--- src/rtl/mult_div_unit.sv ---
// Iterative one-bit-per-cycle multiply/divide unit producing HI/LO for MULT, MULTU, DIV, DIVU.
// Signed operations run on operand magnitudes and fix the sign up when the result is written.
module mult_div_unit #(
  parameter int WIDTH = 32
) (
  input  logic             clk,
  input  logic             reset,
  input  logic             start,
  input  logic [1:0]       op,
  input  logic [WIDTH-1:0] a,
  input  logic [WIDTH-1:0] b,
  output logic             busy,
  output logic             done,
  output logic [WIDTH-1:0] hi,
  output logic [WIDTH-1:0] lo,
  output logic             div_zero
);

  localparam int CW = $clog2(WIDTH + 1);

  typedef enum logic [1:0] {S_IDLE, S_RUN, S_DONE} state_t;

  state_t               state_q;
  logic [CW-1:0]        cnt_q;
  logic [1:0]           op_q;
  logic [WIDTH-1:0]     m_q;
  logic [2*WIDTH-1:0]   p_q;
  logic [2*WIDTH-1:0]   p_d;
  logic                 neg_hi_q;
  logic                 neg_lo_q;
  logic [WIDTH:0]       mul_sum;
  logic [WIDTH:0]       div_sh;
  logic [WIDTH:0]       div_df;

  function automatic logic [WIDTH-1:0] mag(input logic [WIDTH-1:0] v, input logic is_signed);
    mag = (is_signed && v[WIDTH-1]) ? -v : v;
  endfunction

  // Multiply: negate the whole product. Divide: remainder follows the dividend,
  // quotient follows the XOR of the operand signs.
  function automatic logic [2*WIDTH-1:0] fixup(input logic [2*WIDTH-1:0] p,
                                               input logic is_div,
                                               input logic neg_hi,
                                               input logic neg_lo);
    logic [WIDTH-1:0] r;
    logic [WIDTH-1:0] q;
    r = p[2*WIDTH-1:WIDTH];
    q = p[WIDTH-1:0];
    if (!is_div) begin
      fixup = neg_lo ? -p : p;
    end else begin
      if (neg_hi) r = -r;
      if (neg_lo) q = -q;
      fixup = {r, q};
    end
  endfunction

  // p_q holds {partial product, multiplier} or {remainder, dividend/quotient}.
  always_comb begin
    mul_sum = {1'b0, p_q[2*WIDTH-1:WIDTH]} + (p_q[0] ? {1'b0, m_q} : '0);
    div_sh  = p_q[2*WIDTH-1:WIDTH-1];
    div_df  = div_sh - {1'b0, m_q};
    p_d     = p_q;
    if (op_q[1]) begin
      if (!div_df[WIDTH]) p_d = {div_df[WIDTH-1:0], p_q[WIDTH-2:0], 1'b1};
      else                p_d = {div_sh[WIDTH-1:0], p_q[WIDTH-2:0], 1'b0};
    end else begin
      p_d = {mul_sum, p_q[WIDTH-1:1]};
    end
  end

  always_ff @(posedge clk) begin
    if (reset) begin
      state_q  <= S_IDLE;
      cnt_q    <= '0;
      busy     <= 1'b0;
      done     <= 1'b0;
      hi       <= '0;
      lo       <= '0;
      div_zero <= 1'b0;
    end else begin
      case (state_q)
        S_IDLE: begin
          if (start) begin
            op_q     <= op;
            cnt_q    <= '0;
            div_zero <= 1'b0;
            m_q      <= mag(b, !op[0]);
            p_q      <= {{WIDTH{1'b0}}, mag(a, !op[0])};
            neg_lo_q <= !op[0] && (a[WIDTH-1] ^ b[WIDTH-1]);
            neg_hi_q <= !op[0] && a[WIDTH-1];
            if (op[1] && (b == '0)) begin
              state_q  <= S_DONE;
              div_zero <= 1'b1;
              done     <= 1'b1;
            end else begin
              state_q <= S_RUN;
              busy    <= 1'b1;
            end
          end
        end
        S_RUN: begin
          p_q   <= p_d;
          cnt_q <= cnt_q + CW'(1);
          if (cnt_q == CW'(WIDTH - 1)) begin
            {hi, lo} <= fixup(p_d, op_q[1], neg_hi_q, neg_lo_q);
            state_q  <= S_DONE;
            busy     <= 1'b0;
            done     <= 1'b1;
          end
        end
        S_DONE: begin
          done    <= 1'b0;
          state_q <= S_IDLE;
        end
        default: state_q <= S_IDLE;
      endcase
    end
  end

endmodule

--- config.mk ---
export PLATFORM = sky130hd
export DESIGN_NAME = mult_div_unit
export DESIGN_NICKNAME = d
export VERILOG_FILES = /design/src/rtl/mult_div_unit.sv
export SDC_FILE = /design/constraint.sdc
export NUM_CORES = 1
export LEC_CHECK = 0
export CORE_MARGIN = 1.5
export CORE_UTILIZATION = 50
export CTS_CLUSTER_DIAMETER = 120
export CTS_CLUSTER_SIZE = 10
export DETAILED_ROUTE_END_ITERATION = 10
export DONT_BUFFER_PORTS = 1
export MAX_ROUTING_LAYER = met4
export PLACE_DENSITY = 0.67
export SETUP_SLACK_MARGIN = 0.1
export SYNTH_ARGS = -nofsm -noshare
export SYNTH_HDL_FRONTEND = slang
export SYNTH_SLANG_ARGS = --single-unit
--- constraint.sdc ---
create_clock -name clk -period 6.7 [get_ports clk]
set_input_delay 0.67 -clock clk [delete_from_list [all_inputs] [get_ports clk]]
set_output_delay 0.67 -clock clk [all_outputs]
set_load 0.005 [all_outputs]
==> metrics.yaml <==
sta:
  period_needed_ns: 5.727
  layout_setup_ws_ns: 0.9730
  period_share_pct: 85.48
  rsz0062_at_grt: "no"
  timing.fmax_ghz: 0.1746
  whs_ns: 0.2858
  fin_tns_setup_ns: 0
  skew_ns: 0.01030
  drv_slew: 0
  setup_viol: 0
  hold_viol: 0
  worst_pin_slew_ns: 1.121
  slew_headroom_pct: 24.47
floorplanning:
  fp.dieW_um: 173.5
  initial_core_util_pct: 50.77
  rows: 62
  fp.coreArea_um2: 28630
  dieArea_um2: 30100
  die_h_um: 173.5
  num_io_pins: 136
run_status:
  outcome: "finished clean"
cells_and_area:
  drive_above_1_share_pct: 7.127
  final_area_um2: 15620
  synthToLayoutAreaGrowth_pct: 7.465
  fin_util_pct: 54.56
  diodes: 0
  nNetsFinal: 1940
  instances_no_fill: 2194
clock_tree:
  cts_tree: "yes"
  clock_sinks: 174
  cts-root-buf: "clkbuf_16"
  clock_latency_ns: 0.45
  clk_transition_reported_paths_ns: 0.07
  post_cts_resize_count: 0
  cts_buffer_depth: 2
  tritoncts.num_buffers: 17
  postCtsHoldBufs: 0
  cts_htree_levels: 4
  cts_setup_buffers: 0
synthesis:
  syn_nets: 1969
  async_flop_share_pct: 0
  netlist_area_um2: 14530
  synth-edff-count: 99
  synthCells: 1826
  yosysWarnings: 0
  syn-mean-instance-area_um2: 7.959
  yosys.cell_types.count: 87
  ys_seq_area_share_pct: 30.79
  synth_flop_cell: "edfxtp_1"
  synth_seq_cells: 174
drt:
  viasPerCell: 6.287
  postRouteAntennaNets: 0
  dr.pass1.iters: 6
  wl_per_cell_um: 21.11
  drc: 0
  vias: 13793
  dr.first_iter.drc_count: 1375
  wl_um: 46310
grt:
  grt_pass1_vias: 12601
  antenna_found_initial: 1
  grt_use_total_pct: 31.13
  grt_max_degree: 73
  grt_remaining_overflow: 0
  grt_pass1_wl_um: 70750
place:
  dpl.hpwl_um: 35780
  placed_cells: 2162
  post-place-ws_ns: 1.033
  portBuffers: 0
  gp_congestion: 0.9524
  place_area_um2: 14990
critical_path:
  reg2reg_from: "p_q[48]$_SDFFCE_PN0P_"
  critPathKind: "flip-flop to flip-flop"
  max_stage_delay_ns: 0.74
  critPathLaunch: "p_q[48]$_SDFFCE_PN0P_"
  crit_buf_inv: 1
  path_cells: "ha_1, a21oi_1, o211ai_1, a211oi_1, o21ai_1, nor3_4, nor3_1, a21oi_1, buf_4, ha_1, o2111ai_1, or3_1, or3_1, nor2_1, nand3_1, a2111oi_1, a31oi_1, xor2_1, nor3_1, a31o_1"
  endpoint_kind: "flip-flop"
  critPathArrivalTime_ns: 6.08
  cp.required_ns: 7.05
  cp_top_family: "compound AO/OA/AOI/OAI gates"
  start_kind: "flip-flop"
  cp_slowest_cell: "a2111oi_1"
  cp_max_fo: 11
job:
  max-cap-violations: 0
power_and_ir_drop:
  p_per_area_nw_per_um2: 255.1
  p_leak_nw: 5.843
  total_power_mw: 3.985
  peakVddDrop_v: 0.0002359
hold_path:
  hp-class: "primary input to flip-flop"
  holdCritStartpoint: "reset"
==> final cells by class <==
cell class	count	area, µm²
timing repair buffer	41	307.8
sequential	174	4474
clock inverter	13	161.4
tap	384	480.5
multi-input combinational	1488	9448
fill	2680	13010
clock buffer	19	464.2
inverter	75	281.5
==> flip-flops by register name (all words and copies together) (netlist names) <==
| name | cells |
|---|---|
| op_q | 1 |
| p_q | 64 |
| neg_hi_q | 1 |
| done | 1 |
| cnt_q | 6 |
| div_zero | 1 |
| state_q | 2 |
| neg_lo_q | 1 |
| hi | 32 |
| lo | 32 |
| m_q | 32 |
| busy | 1 |
==> final timing paths <==
kind	cells after the start	slack, ns	to
max	20	0.97	hi[22]$_SDFFE_PP0P_
min reg2reg	2	0.47	div_zero$_SDFFE_PP0P_
max reg2reg	20	0.97	hi[22]$_SDFFE_PP0P_
min	1	0.29	hi[21]$_SDFFE_PP0P_
==> logic make-up after synthesis <==
family / Yosys count / share of synthesized area [%]
muxes: 34 / 2.411
adders and majority gates: 74 / 6.474
AOI/OAI and AO/OA: 557 / 24.64
xor gates and xnor gates: 156 / 9.402
and+or+nand+nor: 667 / 21.92
DFF: 174 / 30.79
buffers and inverters: 164 / 4.365
==> cell usage after synthesis (18+ instances only) <==
library cell / number / area share [%]
o31ai_1: 18 / 0.93
and2_1: 53 / 2.3
nand4_1: 22 / 0.95
and3_1: 22 / 0.95
nor4_1: 23 / 0.99
a21o_1: 27 / 1.4
a211oi_1: 35 / 1.8
ha_1: 72 / 6.2
a21oi_1: 182 / 6.3
inv_1: 73 / 1.9
xor2_1: 69 / 4.2
nor3_1: 45 / 1.5
dfxtp_1: 75 / 10
nor2_1: 178 / 4.6
a31oi_1: 18 / 0.77
edfxtp_1: 99 / 20
xnor2_1: 87 / 5.2
nand2_1: 208 / 5.4
nand3_1: 32 / 1.1
clkbuf_1: 67 / 1.7
mux2i_1: 26 / 1.8
o211ai_1: 19 / 0.98
o21ai_0: 124 / 4.3
==> per-layer routing <==
layer	share of wire (%)	GRT usage [%]	wire [µm]
met1	44	40.86	20360
met2	45	47.41	20650
met3	7.9	6.096	3658
met4	3.6	11.78	1644
met5	0	-	0
==> power by group <==
part | switching, mW | internal, mW | total (mW) | leakage [nW]
clock network | 0.493 | 0.597 | 1.09 | 0.312
logic | 1.03 | 0.569 | 1.60 | 3.99
registers | 0.0668 | 1.23 | 1.30 | 1.54
==> placed cells by master, fill, tap and decap left out, types with 10 or more instances in the layout <==
| cell type | instances |
|---|---|
| a211o_1 | 10 |
| a211oi_1 | 35 |
| a21o_1 | 27 |
| a21oi_1 | 182 |
| a31oi_1 | 18 |
| and2_1 | 52 |
| and3_1 | 22 |
| buf_4 | 41 |
| clkbuf_16 | 18 |
| dfxtp_1 | 75 |
| edfxtp_1 | 99 |
| ha_1 | 71 |
| inv_1 | 73 |
| mux2i_1 | 26 |
| nand2_1 | 207 |
| nand2b_1 | 14 |
| nand3_1 | 32 |
| nand4_1 | 22 |
| nor2_1 | 175 |
| nor2b_1 | 14 |
| nor3_1 | 45 |
| nor4_1 | 23 |
| o211ai_1 | 19 |
| o21ai_0 | 124 |
| o21bai_1 | 10 |
| o31ai_1 | 18 |
| or2_2 | 14 |
| or3_1 | 12 |
| xnor2_1 | 87 |
| xor2_1 | 69 |
Note: power is estimated with default switching activity, not from simulation.
